`src/rtl/d_latch_bank_pkg.sv`:
```
// Shared types and constants for the d_latch_bank capture channels.
// Channel state encoding, mode constants and the hold-counter width helper.
package d_latch_bank_pkg;

    typedef enum logic [1:0] {
        ST_IDLE  = 2'b00,
        ST_ARMED = 2'b01,
        ST_HELD  = 2'b10
    } state_e;

    localparam logic MODE_FOLLOW  = 1'b0;
    localparam logic MODE_CAPTURE = 1'b1;

    // A zero hold time still needs a 1-bit counter so the port widths stay legal.
    function automatic int hold_cnt_width(input int hold);
        return (hold == 0) ? 1 : $clog2(hold + 1);
    endfunction

endpackage

```
`src/rtl/d_latch_chan.sv`:
```
// One data-capture channel: follow/capture FSM, hold counter and q register.
// Optional change-pulse output enabled by D_LATCH_BANK_CHG_EN.
module d_latch_chan
    import d_latch_bank_pkg::*;
#(
    parameter int WIDTH       = 8,
    parameter int HOLD_CYCLES = 0
) (
    input  logic             clock,
    input  logic             reset_n,
    input  logic [WIDTH-1:0] d,
    input  logic             en,
    input  logic             mode,
    input  logic             arm,
    input  logic             clear,
    output logic [WIDTH-1:0] q,
    output logic             armed,
    output logic             held,
    output logic             cap
`ifdef D_LATCH_BANK_CHG_EN
    ,
    output logic             chg
`endif
);

    localparam int                CNT_W       = hold_cnt_width(HOLD_CYCLES);
    localparam int                HOLD_LAST_I = (HOLD_CYCLES == 0) ? 0 : HOLD_CYCLES - 1;
    localparam logic [CNT_W-1:0]  HOLD_LAST   = CNT_W'(HOLD_LAST_I);
    localparam logic [CNT_W-1:0]  CNT_MAX     = {CNT_W{1'b1}};

    state_e           state_q, state_d;
    logic [WIDTH-1:0] data_q, data_d;
    logic [CNT_W-1:0] cnt_q, cnt_d;
    logic             cap_q, cap_d;

    always_comb begin
        state_d = state_q;
        data_d  = data_q;
        cnt_d   = cnt_q;
        cap_d   = 1'b0;
        if (clear) begin
            state_d = ST_IDLE;
            data_d  = '0;
            cnt_d   = '0;
        end else if (mode == MODE_FOLLOW) begin
            state_d = ST_IDLE;
            cnt_d   = '0;
            if (en) begin
                data_d = d;
            end
        end else begin
            case (state_q)
                ST_IDLE: begin
                    if (arm) begin
                        state_d = ST_ARMED;
                    end
                end
                // A repeated arm outranks the capture, so arm+en here just stays armed.
                ST_ARMED: begin
                    if (!arm && en) begin
                        data_d  = d;
                        state_d = ST_HELD;
                        cnt_d   = '0;
                        cap_d   = 1'b1;
                    end
                end
                ST_HELD: begin
                    if (arm) begin
                        state_d = ST_ARMED;
                        cnt_d   = '0;
                    end else if ((HOLD_CYCLES != 0) && (cnt_q == HOLD_LAST)) begin
                        state_d = ST_IDLE;
                        cnt_d   = '0;
                    end else if (cnt_q != CNT_MAX) begin
                        cnt_d = cnt_q + 1'b1;
                    end
                end
                default: begin
                    state_d = ST_IDLE;
                    cnt_d   = '0;
                end
            endcase
        end
    end

    always_ff @(posedge clock or negedge reset_n) begin
        if (!reset_n) begin
            state_q <= ST_IDLE;
            data_q  <= '0;
            cnt_q   <= '0;
            cap_q   <= 1'b0;
        end else begin
            state_q <= state_d;
            data_q  <= data_d;
            cnt_q   <= cnt_d;
            cap_q   <= cap_d;
        end
    end

    assign q     = data_q;
    assign armed = (state_q == ST_ARMED);
    assign held  = (state_q == ST_HELD);
    assign cap   = cap_q;

`ifdef D_LATCH_BANK_CHG_EN
    logic chg_q;

    always_ff @(posedge clock or negedge reset_n) begin
        if (!reset_n) begin
            chg_q <= 1'b0;
        end else begin
            chg_q <= (data_d != data_q);
        end
    end

    assign chg = chg_q;
`endif

endmodule

```
`src/rtl/d_latch_bank.sv`:
```
// Bank of CHANNELS independent capture channels; this level only slices buses.
// Define D_LATCH_BANK_CHG_EN to add the per-channel chg pulse output.
module d_latch_bank
    import d_latch_bank_pkg::*;
#(
    parameter int WIDTH       = 8,
    parameter int CHANNELS    = 4,
    parameter int HOLD_CYCLES = 0
) (
    input  logic                      clock,
    input  logic                      reset_n,
    input  logic [CHANNELS*WIDTH-1:0] d,
    input  logic [CHANNELS-1:0]       en,
    input  logic [CHANNELS-1:0]       mode,
    input  logic [CHANNELS-1:0]       arm,
    input  logic [CHANNELS-1:0]       clear,
    output logic [CHANNELS*WIDTH-1:0] q,
    output logic [CHANNELS-1:0]       armed,
    output logic [CHANNELS-1:0]       held,
    output logic [CHANNELS-1:0]       cap
`ifdef D_LATCH_BANK_CHG_EN
    ,
    output logic [CHANNELS-1:0]       chg
`endif
);

    for (genvar gi = 0; gi < CHANNELS; gi++) begin : g_chan
`ifdef D_LATCH_BANK_CHG_EN
        d_latch_chan #(
            .WIDTH       (WIDTH),
            .HOLD_CYCLES (HOLD_CYCLES)
        ) u_chan (
            .clock   (clock),
            .reset_n (reset_n),
            .d       (d[gi*WIDTH +: WIDTH]),
            .en      (en[gi]),
            .mode    (mode[gi]),
            .arm     (arm[gi]),
            .clear   (clear[gi]),
            .q       (q[gi*WIDTH +: WIDTH]),
            .armed   (armed[gi]),
            .held    (held[gi]),
            .cap     (cap[gi]),
            .chg     (chg[gi])
        );
`else
        d_latch_chan #(
            .WIDTH       (WIDTH),
            .HOLD_CYCLES (HOLD_CYCLES)
        ) u_chan (
            .clock   (clock),
            .reset_n (reset_n),
            .d       (d[gi*WIDTH +: WIDTH]),
            .en      (en[gi]),
            .mode    (mode[gi]),
            .arm     (arm[gi]),
            .clear   (clear[gi]),
            .q       (q[gi*WIDTH +: WIDTH]),
            .armed   (armed[gi]),
            .held    (held[gi]),
            .cap     (cap[gi])
        );
`endif
    end

endmodule

```
`config.mk`:
```
export PLATFORM = sky130hd
export DESIGN_NAME = d_latch_bank
export DESIGN_NICKNAME = d
export VERILOG_FILES = /design/src/rtl/d_latch_bank_pkg.sv /design/src/rtl/d_latch_chan.sv /design/src/rtl/d_latch_bank.sv
export SDC_FILE = /design/constraint.sdc
export NUM_CORES = 1
export LEC_CHECK = 0
export BUFFER_PORTS_ARGS = -buffer_cell sky130_fd_sc_hd__clkbuf_2
export CAP_MARGIN = 20
export CORE_MARGIN = 2
export CORE_UTILIZATION = 45
export DETAILED_ROUTE_END_ITERATION = 16
export PLACE_DENSITY_LB_ADDON = 0.15
export SLEW_MARGIN = 20
export SYNTH_ARGS = -nofsm -noshare
export SYNTH_HDL_FRONTEND = slang
export SYNTH_SLANG_ARGS = --single-unit
```
`constraint.sdc`:
```
create_clock -name clock -period 1.8 [get_ports clock]
set_clock_uncertainty 0.1 [all_clocks]
set_input_delay 0.09 -clock clock [delete_from_list [all_inputs] [get_ports clock]]
set_output_delay 0.09 -clock clock [all_outputs]
set_load 0.01 [all_outputs]
```
# After elaboration in Yosys (flattened, before gate mapping)
# Index checks and enable logic that the tools add are counted.
totals:
  ff_bits: 44
  latch_bits: 0
  ramBits: 0
  mem_bits_ro: 0
  inputBits: 50
  output_inout_bits: 44
  word_cells: 120
  memories: 0
op_classes:
  addsub: 0
  n_mul: 0
  div_mod_pow: 0
  magnitude_cmp: 0
  eq_ne: 24
  n_shift: 0
  mux: 56
  bitwise_logic: 0
  reduce_logical: 28
op_table:
  columns: ["op", "n"]
  rows:
  - ["two-way mux 8 bit", 20]
  - ["two-way mux 2 bit", 16]
  - ["inequality test 3 x 1 -> 1 bit (second input constant)", 8]
  - ["two-way mux 1 bit", 16]
  - ["inequality test 4 x 2 -> 1 bit (second input constant)", 4]
  - ["inequality test 4 bit (second input constant)", 4]
  - ["one-hot mux 2 bit (2 select lines)", 4]
  - ["AND reduction 3 bit", 4]
  - ["nonzero test 3 bit", 4]
  - ["equality test 2 x 1 -> 1 bit (second input constant)", 4]
  - ["equality test 2 bit (second input constant)", 4]
  - ["zero test 2 bit", 4]
  - ["AND reduction 2 bit", 4]
  - ["OR reduction 2 bit", 4]
  - ["logical AND 1 bit", 4]
  - ["zero test 1 bit", 4]

# Longest topological paths before layout
# Gate-level depths: netlist of run 1.
depth:
  depth_word: 6
  depth_mapped: 3
  mapped_depth_nobuf: 3

# Cells and area by module
# Synthesis of run 1 repeated with hierarchy kept, for this count alone.
unflattened:
  hier_cells: 136
  hier_area_um2: 1826.8
modules_own_cells:
  columns: ["mod", "n_inst", "cells_per_inst", "area_per_inst_um2", "seq_area_each_um2"]
  rows:
  - ["d_latch_chan", 4, 34, 456.7, 275.3]

# Least setup slack after synthesis of run 1
# Ideal clock, no wire load.
synth_path:
  kind: "reg2reg"
  startpoint: "reg g_chan[0].u_chan.state_q[1]"
  endpoint: "reg g_chan[0].u_chan.data_q[0]"
  setup_ns: 0.067
  arrival_time_ns: 1.311
  required_time_ns: 1.633
  path_slack_ns: 0.322
  path_stages_with_launch: 4
  path_buffers: 0
  synth_period_minus_slack_ns: 1.478
  cell_sequence: "dfrtp_1 -> or3b_4 -> a211oi_4 -> a22o_1"
synth_via:
  elab_chain_cells: 3
synth_lines:
  columns: ["element", "line_no", "source"]
  rows:
  - ["from (decl)", "d_latch_chan.sv:31", "state_e state_q, state_d;"]
  - ["from (signal assigned)", "d_latch_chan.sv:93", "state_q <= state_d;"]
  - ["equality test 2 x 1 -> 1 bit", "d_latch_chan.sv:52", "case (state_q)"]
  - ["inequality test 3 x 1 -> 1 bit (no source line)", null, null]
  - ["AND reduction 3 bit (no source line)", null, null]
  - ["to (signal assigned)", "d_latch_chan.sv:94", "data_q <= data_d;"]
  - ["to (decl)", "d_latch_chan.sv:32", "logic [WIDTH-1:0] data_q, data_d;"]
# Every way passes these cells.
# A chain may end at the register's enable or synchronous reset.

# Final worst setup path of run 1
layout_path:
  startpoint: "in arm[0]"
  endpoint: "reg g_chan[0].u_chan.data_q[4]"
layout_via:
  elab_chain_cells: 4
layout_lines:
  columns: ["element", "line_no", "source"]
  rows:
  - ["from (decl)", "d_latch_bank.sv:15", "input logic [CHANNELS-1:0] arm,"]
  - ["zero test 1 bit", "d_latch_chan.sv:60", "if (!arm && en) begin"]
  - ["logical AND 1 bit", "d_latch_chan.sv:60", null]
  - ["inequality test 3 x 1 -> 1 bit (no source line)", null, null]
  - ["AND reduction 3 bit (no source line)", null, null]
# Every way passes these cells.

==> results of run 1 <==
-- logic make-up (layout without fill, tap and decap cells) --
group / Yosys count / after routing / share of synthesized area
and+or+nand+nor: 32 / 32 / 0.1070
DFF: 44 / 44 / 0.5744
buffers and inverters: 20 / 154 / 0.06267
AOI/OAI and AO/OA: 52 / 52 / 0.2559
-- repair_timing --
action / CTS / global route
endpoints found under the hold margin: 84 / 0
hold buffers: 41 / 0
gates resized for setup: 0 / 1
setup endpoints to repair: 0 / 1
-- critical path, cell delays in order --
cell and delay [ns]:
dlygate4sd3_1 0.53, clkbuf_2 0.15, or3b_4 0.39, a211oi_4 0.42
a22o_1 0.22
-- synth_stat cells, drive strengths merged --
master	count	share of area
nor3	8	0.021
nor2b	8	0.026
a21oi	8	0.021
and2b	4	0.016
dfrtp	44	0.57
or3b	4	0.023
buf	12	0.047
a22o	32	0.15
inv	8	0.016
nand2b	4	0.013
nand2	4	0.0078
a211oi	8	0.057
a311oi	4	0.031
-- sequential cells by signal (all words and copies together) (netlist names) --
| name | count |
|---|---|
| g_chan.u_chan.state_q | 8 |
| g_chan.u_chan.cap | 4 |
| g_chan.u_chan.q | 32 |
-- power groups by stage --
stage          clock network (mW)  logic [mW]  registers [mW]
2_1_floorplan                   0       0.109            1.09
3_3_place_gp                    0       0.274            1.07
3_5_place_dp                    0       0.278            1.07
4_1_cts                     0.655       0.342            1.05
5_1_grt                     0.698       0.374            1.06
6_report                    0.633       0.342            1.05
-- final cells by class --
type	count	area, sq um
fill	308	1167
sequential	44	1101
timing repair buffer	138	905.9
multi-input combinational	84	698.2
clock buffer	6	82.58
tap	50	62.56
inverter	8	30.03
clock inverter	2	10.01
-- through the flow --
step | utilization | worst slack (ns) | instances | total power, mW
floorplan | - | 0.3221 | 148 | 1.196
global placement | 0.5877 | 0.2044 | 283 | 1.346
detailed placement | 0.5877 | 0.1887 | 283 | 1.351
CTS | 0.7117 | 0.1081 | 332 | 2.051
global route | 0.7123 | 0.004400 | 332 | 2.133
finish | 0.7123 | 0.1267 | 332 | 2.029
-- routing by layer --
metal | GRT usage | vias to the layer above | routed length [um]
met4 | 0.07625 | 0 | 102
met2 | 0.3323 | 62 | 2242
met3 | 0.05959 | 12 | 283
met1 | 0.2756 | 810 | 2070
met5 | 0 | - | 0
li1 | - | 806 | -
-- worst max path at each step --
stage | start | endpoint | slack [ns] | cells after the start
after global placement | g_chan[1].u_chan.state_q[1] | g_chan[1].u_chan.q[4] | 0.20 | 3
after global routing | g_chan[0].u_chan.state_q[0] | g_chan[0].u_chan.cap | 0.004 | 4
after floorplan | g_chan[0].u_chan.state_q[1] | g_chan[0].u_chan.q[0] | 0.32 | 3
final | arm[0] | g_chan[0].u_chan.q[4] | 0.13 | 5
after detailed placement | g_chan[1].u_chan.state_q[1] | g_chan[1].u_chan.q[6] | 0.19 | 3
after CTS | g_chan[2].u_chan.state_q[0] | g_chan[2].u_chan.cap | 0.11 | 4
==> impl_metrics.env, run 1 <==
export IMPL_status="complete, no violations"
export IMPL_holdPathEnd="g_chan[1].u_chan.state_q[1]"
export IMPL_core_rowCount=23
export IMPL_cts_setup_buffers=0
export IMPL_critical_path_arrival_ns=1.81
export IMPL_die_w_um=69.27
export IMPL_io_buffers=93
export IMPL_final_hold_violation_count=0
export IMPL_grt_use_total=0.2098
export IMPL_root_buffer="clkbuf_8"
export IMPL_vdd_drop_max_mv=0.3630
export IMPL_period_minus_slack_ns=1.673
export IMPL_hold_class="in -> reg"
export IMPL_core_region_area_sq_um=4058
export IMPL_diodes=0
export IMPL_post_dp_cell_area_sq_um=2385
export IMPL_synth_seq_cells=44
export IMPL_grt_pass1_wl_um=7983
export IMPL_avgViaCountPerCell=5.090
export IMPL_final_cell_mix="clkbuf_2 (93), dfrtp_1 (44), dlygate4sd3_1 (41)"
export IMPL_startpoint_type="primary input"
export IMPL_crit_type="in -> reg"
export IMPL_p_per_area_nw_per_um2=702.1
export IMPL_avgRoutedWirePerCell_um=14.15
export IMPL_reg2reg_depth=4
export IMPL_ios=94
export IMPL_path_clk_slew_ns=0.08
export IMPL_die_h_um=69.27
export IMPL_intPower_mw=1.515
export IMPL_ys_warn_count=0
export IMPL_holdCritStartpoint="en[1]"
export IMPL_drive_above_1_share=0.4184
export IMPL_die_area_sq_um=4798
export IMPL_power_frac_seq=0.519
export IMPL_pwr_share_comb=0.169
export IMPL_drt_first_iter_violations=118
export IMPL_postRouteAntennaNets=0
export IMPL_place_gp_congestion=0.7917
export IMPL_hold_slack_ns=0.03037
export IMPL_grt_start_max_net_pins=45
export IMPL_synth_area_sq_um=1917
export IMPL_max_slew_margin=0.5743
export IMPL_grt_antenna_before_repair=0
export IMPL_cts_buffer_depth=2
export IMPL_rsz0062_at_grt="false"
export IMPL_r2r_end="g_chan[0].u_chan.cap"
export IMPL_fin_crit_sh=0.9296
export IMPL_htreeDepth=2
export IMPL_p_sw_uw=513.9
export IMPL_vias=1690
export IMPL_grt_ovfl_total=0
export IMPL_swShare=0.2533
export IMPL_drt_total_wl_um=4699
export IMPL_regToRegSetupSlack_ns=0.15
export IMPL_clkLatencyLatePin_ns=0.30
export IMPL_cts_made_buffers=5
export IMPL_endpoint_kind="flip-flop"
export IMPL_max_freq_mhz=597.6
export IMPL_mostFrequentLayoutCell="clkbuf_2"
export IMPL_final_setup_viol_count=0
export IMPL_netlist_instances=148
export IMPL_timing_rr_start="g_chan[0].u_chan.state_q[0]"
export IMPL_start_util=0.4724
export IMPL_max_cap_violations=0
export IMPL_clock_sinks=44
export IMPL_grt_pass1_vias=1673
export IMPL_fin_tns_setup_ns=0
export IMPL_dr_pass1_iters=4
export IMPL_pwr_share_clk=0.312
export IMPL_maxSlewViolCount=0
export IMPL_design_area_sq_um=2890
export IMPL_seq_area_frac_synth=0.5744
export IMPL_cp_max_fo=8
export IMPL_worst_slew_pin_slew_ns=0.6386
export IMPL_synth_distinct_cells=14
export IMPL_drc=0
export IMPL_cts_tree="done"
export IMPL_hold_depth=3
export IMPL_syn_avg_cell_area_sq_um=12.95
export IMPL_syn_nets=198
export IMPL_areaGrowthSynthToFinish_pct=50.78
export IMPL_post_dp_hpwl_um=3105
export IMPL_nets=331
export IMPL_cp_data_required_time_ns=1.93
export IMPL_p_leak_nw=1.517
(Power assumes the default switching activity.)
==> inputs of run 2 (changes only) <==
- GPL_TIMING_DRIVEN: unset -> 0
==> impl_metrics.env, run 2 (synthesis results as in run 1) <==
export IMPL_timing_rr_start="g_chan[3].u_chan.state_q[0]"
export IMPL_areaGrowthSynthToFinish_pct=54.11
export IMPL_die_h_um=69.27
export IMPL_max_freq_mhz=584.2
export IMPL_top_layer_used="met4"
export IMPL_place_gp_congestion=0.7511
export IMPL_avgRoutedWirePerCell_um=14.23
export IMPL_ff_latch_area_sq_um=1101
export IMPL_drive_above_1_share=0.4345
export IMPL_multiInputGateArea_sq_um=700.7
export IMPL_final_util=0.7280
export IMPL_p_leak_nw=1.552
export IMPL_worst_slew_pin_slew_ns=0.9707
export IMPL_placed_cells=291
export IMPL_avgViaCountPerCell=5.088
export IMPL_max_slew_margin=0.3528
export IMPL_mostFrequentLayoutCell="clkbuf_2"
export IMPL_clock_sinks=44
export IMPL_hold_slack_ns=0.03176
export IMPL_cts_buffer_depth=2
export IMPL_dr_pass1_iters=6
export IMPL_max_cap_violations=0
export IMPL_post_dp_cell_area_sq_um=2445
export IMPL_total_power_mw=2.032
export IMPL_period_minus_slack_ns=1.712
export IMPL_hold_class="in -> reg"
export IMPL_rsz0062_at_grt="false"
export IMPL_core_region_area_sq_um=4058
export IMPL_drt_first_iter_violations=71
export IMPL_die_area_sq_um=4798
export IMPL_postRouteAntennaNets=0
export IMPL_fin_crit_sh=0.9510
export IMPL_htreeDepth=2
export IMPL_maxSlewViolCount=0
export IMPL_grt_use_total=0.2114
export IMPL_nets=339
export IMPL_stdcell_count=340
export IMPL_drt_total_wl_um=4837
export IMPL_start_util=0.4724
export IMPL_design_area_sq_um=2954
export IMPL_fin_tns_setup_ns=0
export IMPL_p_per_area_nw_per_um2=688.0
export IMPL_path_clk_slew_ns=0.08
export IMPL_wl_met1_um=2039
export IMPL_wl_met2_um=2400
export IMPL_final_setup_viol_count=0
export IMPL_grt_ovfl_total=0
export IMPL_grt_pass1_vias=1777
export IMPL_cts_made_buffers=5
export IMPL_crit_type="in -> reg"
export IMPL_status="complete, no violations"
export IMPL_holdCritStartpoint="en[3]"
export IMPL_io_buffers=93
export IMPL_dp_slack_ns=0.1602
export IMPL_final_hold_violation_count=0
export IMPL_fillers=294
export IMPL_diodes=0
export IMPL_critical_path_arrival_ns=1.84
export IMPL_post_dp_hpwl_um=3088
export IMPL_vdd_drop_max_mv=0.3841
export IMPL_cts_tree="done"
export IMPL_grt_start_max_net_pins=45
export IMPL_startpoint_type="primary input"
export IMPL_wl_met3_um=221
export IMPL_root_buffer="clkbuf_8"
export IMPL_endpoint_kind="flip-flop"
export IMPL_final_cell_mix="clkbuf_2 (92), dfrtp_1 (44), dlygate4sd3_1 (41)"
export IMPL_cp_data_required_time_ns=1.93
export IMPL_grt_antenna_before_repair=0
export IMPL_drc=0
export IMPL_grt_pass1_wl_um=8073
export IMPL_critPathLaunch="arm[3]"
export IMPL_setup_ws_ns=0.08821
export IMPL_clkLatencyLatePin_ns=0.29
export IMPL_vias=1730
export IMPL_largest_register_ffs=32
export IMPL_cts_setup_buffers=0
export IMPL_core_rowCount=23
export IMPL_ios=94
export IMPL_die_w_um=69.27
export IMPL_cp_max_fo=8
export IMPL_regToRegSetupSlack_ns=0.15
run 2: cell types whose count changed in the layout (fill, tap and decap cells not counted), sizes merged:
| cell | before | now |
|---|---|---|
| buf | 4 | 13 |
| clkinvlp | 0 | 1 |
| clkinv | 2 | 0 |
run 2: critical path, stage by stage:
cell	delay [ns]
dlygate4sd3_1	0.53
clkbuf_2	0.15
or3b_4	0.41
a211oi_4	0.43
a22o_1	0.23
run 2: report_power, final:
group / internal [mW] / switching (mW) / leakage, nW
combinational: 0.182 / 0.163 / 0.909
sequential: 1.03 / 0.0260 / 0.599
clock: 0.312 / 0.321 / 0.0445
total: 1.52 / 0.511 / 1.55
run 2: per-layer routing:
metal | track usage | vias to the layer above
met2 | 0.3429 | 62
met5 | 0 | -
met4 | 0.1133 | 0
met3 | 0.04360 | 17
li1 | - | 820
met1 | 0.2653 | 831
run 2: final timing paths:
path | cells past startpoint | to
worst min register to register | 1 | g_chan[3].u_chan.q[4]
worst max register to register | 4 | g_chan[3].u_chan.cap
min in group asynchronous | 2 | g_chan[0].u_chan.q[3]
worst max-delay path | 5 | g_chan[3].u_chan.q[5]
max in group asynchronous | 2 | g_chan[3].u_chan.q[6]
worst min-delay path | 3 | g_chan[3].u_chan.state_q[1]
run 2: final cells by class:
cell class              count  area share
plain buffers              12     0.03050
clock buffers               7     0.02922
clock inverters             1    0.002541
inverters                   8     0.01017
multi-input cells          84      0.2372
flip-flops and latches     44      0.3727
well taps                  50     0.02118
repair buffers            134      0.2965
run 2: repair_timing:
action	in CTS	in global routing
hold buffers	41	0
endpoints found under the setup margin	0	2
gates resized for setup	0	2
endpoints found under the hold margin	84	0
